[src/rtl/i2c_arbiter.sv]
// Round-robin arbiter that shares one i2c_master between NUM_REQUESTERS clients, one transaction per grant.
// Optional idle-owner watchdog enabled by defining I2C_ARBITER_TIMEOUT_EN.
module i2c_arbiter #(
    parameter int NUM_REQUESTERS = 2,
    parameter int TIMEOUT_CYCLES = 65535
) (
    input  logic                          clk_in,
    input  logic                          reset,
    input  logic [NUM_REQUESTERS-1:0]     req,
    output logic [NUM_REQUESTERS-1:0]     grant,
    input  logic [8*NUM_REQUESTERS-1:0]   req_address,
    input  logic [8*NUM_REQUESTERS-1:0]   req_data_tx,
    input  logic [NUM_REQUESTERS-1:0]     req_transfer_start,
    input  logic [NUM_REQUESTERS-1:0]     req_transfer_continues,
    output logic [NUM_REQUESTERS-1:0]     req_transfer_ready,
    output logic [NUM_REQUESTERS-1:0]     req_interrupt,
    output logic [NUM_REQUESTERS-1:0]     req_transaction_complete,
    output logic [7:0]                    address,
    output logic [7:0]                    data_tx,
    output logic                          transfer_start,
    output logic                          transfer_continues,
    input  logic                          transfer_ready,
    input  logic                          interrupt,
    input  logic                          transaction_complete,
    input  logic                          nack,
    input  logic                          address_err,
    input  logic [7:0]                    data_rx,
    output logic [7:0]                    rx_data,
    output logic                          rx_nack,
    output logic                          rx_address_err,
    output logic [NUM_REQUESTERS-1:0]     timeout_err
);

    typedef enum logic [1:0] {IDLE, GRANTED, RELEASE} state_t;

    state_t     state;
    logic [1:0] last;
    logic       pick_valid;
    logic [1:0] pick_idx;
    logic       owner_req;
    logic       owner_cont;
    logic       release_cond;
    logic       timeout_hit;

    // Search upward from the client after the last winner, wrapping modulo N.
    always_comb begin
        pick_valid = 1'b0;
        pick_idx   = last;
        for (int k = 1; k <= NUM_REQUESTERS; k++) begin
            for (int i = 0; i < NUM_REQUESTERS; i++) begin
                if (!pick_valid && req[i] && (i == (int'(last) + k) % NUM_REQUESTERS)) begin
                    pick_valid = 1'b1;
                    pick_idx   = 2'(i);
                end
            end
        end
    end

    // Grant is one-hot or zero, so the owner's slice passes through and everything is 0 otherwise.
    always_comb begin
        address            = '0;
        data_tx            = '0;
        transfer_start     = 1'b0;
        transfer_continues = 1'b0;
        owner_req          = 1'b0;
        owner_cont         = 1'b0;
        for (int i = 0; i < NUM_REQUESTERS; i++) begin
            if (grant[i]) begin
                address            = req_address[8*i +: 8];
                data_tx            = req_data_tx[8*i +: 8];
                transfer_start     = req_transfer_start[i];
                transfer_continues = req_transfer_continues[i];
                owner_req          = req[i];
                owner_cont         = req_transfer_continues[i];
            end
        end
    end

    assign req_transfer_ready       = {NUM_REQUESTERS{transfer_ready}} & grant;
    assign req_interrupt            = {NUM_REQUESTERS{interrupt}} & grant;
    assign req_transaction_complete = {NUM_REQUESTERS{transaction_complete}} & grant;
    assign rx_data                  = data_rx;
    assign rx_nack                  = nack;
    assign rx_address_err           = address_err;

    // A dropped req only releases once no bus transaction is open.
    assign release_cond = transaction_complete
                        | (interrupt & address_err)
                        | (~owner_req & transfer_ready & ~owner_cont);

`ifdef I2C_ARBITER_TIMEOUT_EN
    localparam logic [15:0] TIMEOUT_LAST = 16'(TIMEOUT_CYCLES - 1);

    logic [15:0] idle_cnt;
    logic        idle_cond;

    assign idle_cond   = transfer_ready & ~|(req_transfer_start & grant);
    assign timeout_hit = (state == GRANTED) && idle_cond && (idle_cnt == TIMEOUT_LAST);

    // A normal release in the same cycle wins over the watchdog and suppresses the error pulse.
    always_ff @(posedge clk_in or posedge reset) begin
        if (reset) begin
            idle_cnt    <= '0;
            timeout_err <= '0;
        end else begin
            timeout_err <= '0;
            if (state == GRANTED && !release_cond && idle_cond) begin
                if (timeout_hit) begin
                    timeout_err <= grant;
                    idle_cnt    <= '0;
                end else begin
                    idle_cnt <= idle_cnt + 16'd1;
                end
            end else begin
                idle_cnt <= '0;
            end
        end
    end
`else
    // Without the watchdog the limit has no effect; a stuck owner keeps the bus.
    assign timeout_hit = 1'b0 && (TIMEOUT_CYCLES > 0);
    assign timeout_err = '0;
`endif

    always_ff @(posedge clk_in or posedge reset) begin
        if (reset) begin
            state <= IDLE;
            grant <= '0;
            last  <= 2'(NUM_REQUESTERS - 1);
        end else begin
            case (state)
                IDLE: begin
                    if (transfer_ready && pick_valid) begin
                        grant <= {{(NUM_REQUESTERS-1){1'b0}}, 1'b1} << pick_idx;
                        last  <= pick_idx;
                        state <= GRANTED;
                    end
                end
                GRANTED: begin
                    if (release_cond || timeout_hit) begin
                        grant <= '0;
                        state <= RELEASE;
                    end
                end
                RELEASE: begin
                    state <= IDLE;
                end
                default: begin
                    grant <= '0;
                    state <= IDLE;
                end
            endcase
        end
    end

endmodule

[config.mk]
export PLATFORM = sky130hd
export DESIGN_NAME = i2c_arbiter
export DESIGN_NICKNAME = d
export VERILOG_FILES = /design/src/rtl/i2c_arbiter.sv
export SDC_FILE = /design/constraint.sdc
export NUM_CORES = 1
export LEC_CHECK = 0
export BUFFER_PORTS_ARGS = -buffer_cell sky130_fd_sc_hd__buf_2
export CORE_ASPECT_RATIO = 1.2
export CORE_MARGIN = 1.5
export CORE_UTILIZATION = 32
export CTS_CLUSTER_DIAMETER = 100
export CTS_CLUSTER_SIZE = 16
export DETAILED_ROUTE_END_ITERATION = 12
export PLACE_DENSITY = 0.95
export SLEW_MARGIN = 20
export SYNTH_ARGS = -nofsm -noshare
export SYNTH_HDL_FRONTEND = slang
export SYNTH_SLANG_ARGS = --single-unit
[constraint.sdc]
create_clock -name clk_in -period 4.1 [get_ports clk_in]
set_clock_uncertainty 0.15 [all_clocks]
set_input_delay 0.205 -clock clk_in [delete_from_list [all_inputs] [get_ports clk_in]]
set_output_delay 0.205 -clock clk_in [all_outputs]
set_load 0.1 [all_outputs]
==> results.toml, run 1 <==
[grt]
grt_pass1_wl_um = 3010
grt_start_max_net_pins = 27
grt_overflow = 0
antenna_found_initial = 0
grt_pass1_vias = 742
grt_usage_pct = 17.5

[floorplan]
io_pins = 91
die_height_um = 52.3
rows = 17
coreArea_sq_um = 1870
fp.dieW_um = 44.1
dieArea_sq_um = 2310
start_util_pct = 34.6

[sta]
finalHoldViolations = 0
setup_slack_ns = 1.65
period_share_pct = 59.7
rsz0062_at_grt = "no"
worst_slew_pin_slew_ns = 0.752
fin_hold_ws_ns = 0.0389
fmax_mhz = 408
slew_viol_final = 0
setup_violations = 0
finalCriticalPeriod_ns = 2.45
setup-tns-final_ns = 0
max_slew_margin_pct = 49.9

[placement]
dp_hpwl_um = 1710
preCtsSetupSlack_ns = 1.95
io_buffers = 70
gp_congestion = 0.742

[yosys]
synth_most_common_cell = "a22o_1"
synth-main-ff-cell = "dfrtp_1"
syn-cell-area_sq_um = 648
yosys.area.top_type = "a22o_1"
synthTopCellsByArea = "a22o_1 (23%), dfrtp_1 (19%), buf_4 (15%)"
synthCells = 77
synth_common_cells = "a22o_1 (17), buf_4 (13), and2_1 (6)"
yosysWarnings = 0
yosys_register_bits = 6
syn_avg_cell_area_sq_um = 8.42
synthArstFlopShare_pct = 100
synth_edf_count = 0
synth_top_area_share_pct = 23.0
synth-seq-area-share_pct = 23.4
ys_types = 27

[worst_setup_path]
end_kind = "output port"
slowest_delay_ns = 0.66
criticalPathCategory = "reg2out"
path_buf_inv = 1
critPathMaxFanout = 26
critPathLaunch = "grant[1]"
critPathSlowestCell = "dfrtp_1"
r2r_setup_slack_ns = 2.12
critical_path_arrival_ns = 2.09
r2r_start = "grant[1]"
cp_cell_sequence = "nor2b_4 > a22o_1 > buf_2"
crit_family = "flip-flops"
startpoint_type = "register"
reg2regPathDepth = 4
r2r-end = "state[1]"
crit_required_ns = 3.74

[drt]
via_per_inst = 5.37
remaining_drc_errors = 0
wl_met1_um = 662
final_antenna_net_count = 0
vias = 833
drt_iter0_markers = 17
top_layer_used = "met4"
met2_length_um = 1110
wl_met3_um = 253
wire_per_inst_um = 13.2
first_pass_iters = 6
routed_wl_um = 2050

[cells_and_area]
nets = 190
drive_gt1_share_pct = 56.6
nFillCells = 172
syn_to_final_growth_pct = 45.2
n_antenna_cell = 0

[clock_network]
clk_pin_slew_ns = 0.06
clkLatencyLatePin_ns = 0.26
cts_resized = 0
clock_sinks = 6
cts-root-buf = "clkbuf_4"
cts_tree = "yes"
cts_buffer_depth = 2
htree_levels = 1
cts_buffers = 3
post_cts_buffers = 0

[hold_path]
hold_depth = 2
whs_endpoint = "last[0]"
hold_start = "req[0]"
min_path_type = "in2reg"

[outcome]
outcome = "completed"

[run]
drv_cap = 0
[kinds of logic after synthesis]
group | count (synthesis) | share of synthesized area [%]
AO/OA/AOI/OAI | 30 | 38.4
buffers and inverters | 21 | 21.0
flip-flops | 6 | 23.4
other | 1 | 0.579
AND/OR/NAND/NOR | 19 | 16.6
[worst reg2reg max path, delay by kind of cell, from the launching register on]
family	cells	cell delay [ns]
AOI/OAI and AO/OA	2	0.56
DFF	1	0.83
and+or+nand+nor	2	0.38
[worst max-delay path by stage]
stage                     depth (start not counted)                 end
after floorplan                                   3          address[3]
after global placement                            3  transfer_continues
after detailed placement                          3  transfer_continues
after CTS                                         3  transfer_continues
after global routing                              3  transfer_continues
final                                             3  transfer_continues
[per-layer routing]
metal,vias up,track usage (%)
li1,389,-
met1,370,14.3
met2,72,35.8
met3,2,6.90
met4,0,6.57
met5,-,0
[repair_timing]
action	4_1_cts	5_1_grt
setup endpoints to repair	0	0
hold buffers	1	0
endpoints found under the hold margin	6	0
[through the flow]
stage               instances  util (%)  instance area (sq um)
floorplan                  78         -                    652
global placement          150      48.3                    905
detailed placement        150      48.3                    905
CTS                       155      50.3                    941
global route              155      50.3                    941
finish                    155      50.3                    941
[layout make-up]
cell class              count  area [sq um]  share of cell area (%)
clock buffers               4          26.3                    2.79
inverters                   4          15.0                    1.60
multi-input cells          51           364                    38.7
flip-flops and latches      6           151                    16.1
well taps                  19          23.8                    2.53
repair buffers             71           360                    38.3
[sequential cells by signal (all words and copies together), names as in the netlist]
| name | cells |
|---|---|
| last | 2 |
| grant | 2 |
| state | 2 |
[cells in the final DEF, fill, tap and decap left out, drive strengths merged, types with 2 or more instances in the layout]
cell	synthesis	final
nor2b	2	2
o21ai	3	3
inv	4	4
a2111oi	2	2
nor2	3	3
nand2	4	4
clkbuf	2	4
o211ai	2	2
buf	15	70
nand2b	2	2
a21oi	2	2
dfrtp	5	5
a22o	17	17
conb	1	2
and2	6	6
Power of run 1 is not shown: default switching activity piles up to over one toggle a cycle in this logic, so the estimate is an artifact.
==> run 2: changes to the inputs <==
CORE_UTILIZATION = 30   (was 32)
PLACE_DENSITY = 0.91   (was 0.95)
clock period = 2.55 ns   (was 4.1 ns; I/O delays follow)
==> run 2 against run 1 <==
Cell count grew 8.4%; final area is 5.7% higher; non-clock buffer count rose by 2; sequential share of layout area fell by 0.87 points; hold slack worse by 0.0054 ns; count of clock-buffer cells in the layout stayed put; critical path depth did not move; die area increased by 6.2%; first-iteration DRC count shrank 41%; via count rose by 0.36%; critical endpoint unchanged.
==> results.toml, run 2 (synthesized netlist as in run 1, its figures left out) <==
[grt]
grt_pass1_vias = 703
grt_usage_pct = 16.0
antenna_found_initial = 0
grt_pass1_wl_um = 2730
grt_overflow = 0
grt_start_max_net_pins = 26

[worst_setup_path]
end_kind = "output port"
crit_required_ns = 2.27
r2r-end = "state[1]"
critPathLaunch = "grant[0]"
critical_path_arrival_ns = 1.80
reg2regPathDepth = 4
critPathMaxFanout = 18
r2r_setup_slack_ns = 0.89
r2r_start = "grant[0]"
startpoint_type = "register"
critPathCapture = "transfer_continues"
criticalPathCategory = "reg2out"

[placement]
gp_congestion = 0.749
place_inst = 162
io_buffers = 70
dp_hpwl_um = 1760

[sta]
fmax_mhz = 482
setup_violations = 0
finalCriticalPeriod_ns = 2.07
slew_viol_final = 0
period_share_pct = 81.3
worst_slew_pin_slew_ns = 0.566
max_slew_margin_pct = 61.3
fin_hold_ws_ns = 0.0335
rsz0062_at_grt = "no"
finalHoldViolations = 0
setup-tns-final_ns = 0

[outcome]
outcome = "completed"

[clock_network]
cts-root-buf = "clkbuf_4"
clock_sinks = 6
htree_levels = 1
cts_buffer_depth = 2
cts_buffers = 3
clkLatencyLatePin_ns = 0.25
cts_tree = "yes"
clk_pin_slew_ns = 0.05

[cells_and_area]
n_antenna_cell = 0
nFillCells = 200
nets = 192
final_common_cell = "buf_2"
final_cell_mix = "buf_2 (70), a22o_2 (15), and2_1 (6)"
reg_top3 = "grant x2, last x2, state x2"
regArea_sq_um = 151
drive_gt1_share_pct = 68.1
layoutNonFillerInstCount = 168
fin_util_pct = 48.5
syn_to_final_growth_pct = 53.5
multi_input_area_sq_um = 387

[drt]
wl_met3_um = 231
wl_met1_um = 704
first_pass_iters = 4
remaining_drc_errors = 0
final_antenna_net_count = 0
vias = 836
wire_per_inst_um = 12.6
via_per_inst = 4.98
routed_wl_um = 2110
top_layer_used = "met4"
met2_length_um = 1130
drt_iter0_markers = 10

[floorplan]
dieArea_sq_um = 2450
io_pins = 91
fp.dieW_um = 45.4
rows = 18
coreArea_sq_um = 2050
start_util_pct = 31.6
die_height_um = 53.9

[run]
drv_cap = 0

[hold_path]
min_path_type = "in2reg"
-- run 2: stage by stage --
| step | setup WS, ns | cell area (sq um) |
|---|---|---|
| 2_1_floorplan | 0.0163 | 674 |
| 3_3_place_gp | 0.796 | 948 |
| 3_5_place_dp | 0.739 | 948 |
| 4_1_cts | 0.469 | 995 |
| 5_1_grt | 0.347 | 995 |
| 6_report | 0.476 | 995 |
-- run 2: how the worst min path moves through the flow --
stage                           to            startpoint  cells after the start  slack (ns)
after floorplan           grant[0]                 reset                      1       -0.23
after global placement     last[1]                 reset                      2       -0.10
after detailed placement   last[1]                 reset                      2       -0.09
after CTS                  last[0]                req[1]                      3        0.02
after global routing      state[0]  transaction_complete                      4        0.05
final                      last[0]                req[1]                      3        0.03
-- run 2: timing repair --
item / in CTS / in global routing
resized for setup: 0 / 0
setup buffers: 0 / 0
hold endpoints to repair: 7 / 0
hold buffers: 2 / 0
-- run 2: routing by layer --
| layer | vias to the layer above | global-route usage [%] |
|---|---|---|
| met1 | 381 | 12.2 |
| met2 | 58 | 33.3 |
| met5 | - | 0 |
| li1 | 391 | - |
| met4 | 0 | 8.82 |
| met3 | 6 | 4.36 |
-- run 2: final cells by class --
cell class                      count  share of cell area (%)
Clock buffer                        4                    2.64
Inverter                            4                    1.51
Multi-Input combinational cell     51                    38.9
Sequential cell                     6                    15.2
Tap cell                           30                    3.77
Timing Repair Buffer               73                    38.0
-- run 2: critical path, stage by stage, from the launching register on --
cell     delay (ns)
dfrtp_1        0.45
nor2b_4        0.41
a22o_2         0.25
buf_2          0.43
Power of run 2 is left out for the same reason.
==> run 3: changes to the inputs <==
CORE_UTILIZATION = 27   (was 30)
PLACE_DENSITY = 0.87   (was 0.91)
clock period = 1.86 ns   (was 2.55 ns; I/O delays follow)
==> run 3 against run 2 <==
Critical path depth up 1; register-to-register slack lost 0.63 ns; core utilization is 12 points higher; via count rose by 4.5%; sequential share of layout area fell by 3.8 points.
==> results.toml, run 3 (synthesized netlist as in run 1, its figures left out) <==
[outcome]
outcome = "completed"

[floorplan]
rows = 19
io_pins = 91
dieArea_sq_um = 2700
die_height_um = 56.7
start_util_pct = 28.4
fp.dieW_um = 47.7
coreArea_sq_um = 2280

[drt]
via_per_inst = 5.11
final_antenna_net_count = 0
first_pass_iters = 4
vias = 874
drt_iter0_markers = 22
routed_wl_um = 2780
wire_per_inst_um = 16.2
remaining_drc_errors = 0

[worst_setup_path]
r2r_setup_slack_ns = 0.26
startpoint_type = "register"
r2r_start = "grant[0]"
end_kind = "output port"
crit_required_ns = 1.62
r2r-end = "state[1]"
reg2regPathDepth = 4
critPathMaxFanout = 16
critical_path_arrival_ns = 1.56
criticalPathCategory = "reg2out"

[grt]
grt_overflow = 0
grt_pass1_wl_um = 4160
grt_pass1_vias = 916
grt_usage_pct = 22.2
antenna_found_initial = 0
grt_start_max_net_pins = 17

[clock_network]
clock_sinks = 6
cts_tree = "yes"
clk_pin_slew_ns = 0.04
cts_buffers = 3
htree_levels = 1
cts_buffer_depth = 2
cts-root-buf = "clkbuf_4"
clkLatencyLatePin_ns = 0.25

[cells_and_area]
n_antenna_cell = 0
final_common_cell = "buf_2"
nets = 194
drive_gt1_share_pct = 73.6
syn_to_final_growth_pct = 114
reg_top3 = "grant x2, last x2, state x2"
fin_util_pct = 60.7
final_cell_mix = "buf_2 (50), buf_12 (17), a22o_4 (11)"
nFillCells = 192

[sta]
rsz0062_at_grt = "no"
setup_violations = 0
slew_viol_final = 0
period_share_pct = 96.8
max_slew_margin_pct = 62.5
fin_hold_ws_ns = 0.0228
finalCriticalPeriod_ns = 1.80
worst_slew_pin_slew_ns = 0.561
fmax_mhz = 555
finalHoldViolations = 0

[pwr]
leakage_nw = 0.703
ir_drop_uv = 1710
powerDensity_nw_per_um2 = 2300

[placement]
dp_hpwl_um = 2300
gp_congestion = 0.776
io_buffers = 70

[hold_path]
hold_depth = 3
whs_endpoint = "last[0]"
min_path_type = "in2reg"
hold_start = "req[1]"

[run]
drv_cap = 0
## run 3: changes by cell type in the layout (fill, tap and decap cells not counted), sizes merged
| cell | before | now |
|---|---|---|
| clkbuf | 4 | 7 |
| buf | 71 | 70 |
## run 3: area by class of cell
type | instances | area (sq um) | share of cell area [%]
clock buffers | 4 | 26.3 | 1.90
inverters | 4 | 15.0 | 1.08
multi-input cells | 51 | 488 | 35.2
flip-flops and latches | 6 | 159 | 11.5
well taps | 31 | 38.8 | 2.80
repair buffers | 75 | 659 | 47.6
## run 3: per-layer routing
layer / vias to the layer above / wire length [um] / GRT usage [%]
met2: 66 / 1520 / 38.5
met5: - / 0 / 0
met4: 0 / 75 / 10.4
li1: 397 / - / -
met1: 403 / 822 / 20.1
met3: 8 / 355 / 10.6
## run 3: worst max-delay path: stages, from the launching register on
cell	delay, ns
dfrtp_4	0.56
nor2b_4	0.17
buf_6	0.21
a22o_2	0.19
buf_12	0.17
## run 3: timing repair
| item | CTS | global route |
|---|---|---|
| hold buffers | 2 | 0 |
| endpoints found under the hold margin | 7 | 0 |
| resized for setup | 1 | 4 |
| setup buffers | 1 | 0 |
| endpoints found under the setup margin | 15 | 4 |
## run 3: worst max path at each step
| stage | startpoint | to | slack, ns |
|---|---|---|---|
| 3_5_place_dp | grant[1] | transfer_start | 0.20 |
| 3_3_place_gp | grant[1] | address[5] | 0.24 |
| 6_report | grant[1] | data_tx[7] | 0.06 |
| 4_1_cts | grant[1] | req_transfer_ready[1] | 0.03 |
| 2_1_floorplan | grant[1] | address[4] | -0.08 |
| 5_1_grt | grant[1] | data_tx[7] | 0.01 |
## run 3: through the flow
stage / worst slack (ns) / area [sq um] / setup TNS [ns] / power [mW] / cells
3_3_place_gp: 0.239 / 1320 / 0 / 2.98 / 164
2_1_floorplan: -0.0835 / 786 / -0.364 / 2.35 / 78
5_1_grt: 0.0141 / 1390 / 0 / 3.29 / 171
4_1_cts: 0.0325 / 1380 / 0 / 3.19 / 171
3_5_place_dp: 0.203 / 1320 / 0 / 3.02 / 164
6_report: 0.0587 / 1390 / 0 / 3.19 / 171
## run 3: power breakdown
| part | total (mW) | switching, mW | internal, mW |
|---|---|---|---|
| sequential | 0.277 | 0.0862 | 0.191 |
| combinational | 2.78 | 1.85 | 0.926 |
| clock | 0.134 | 0.0523 | 0.0816 |
No activity file was read; power rests on OpenSTA's default activity.
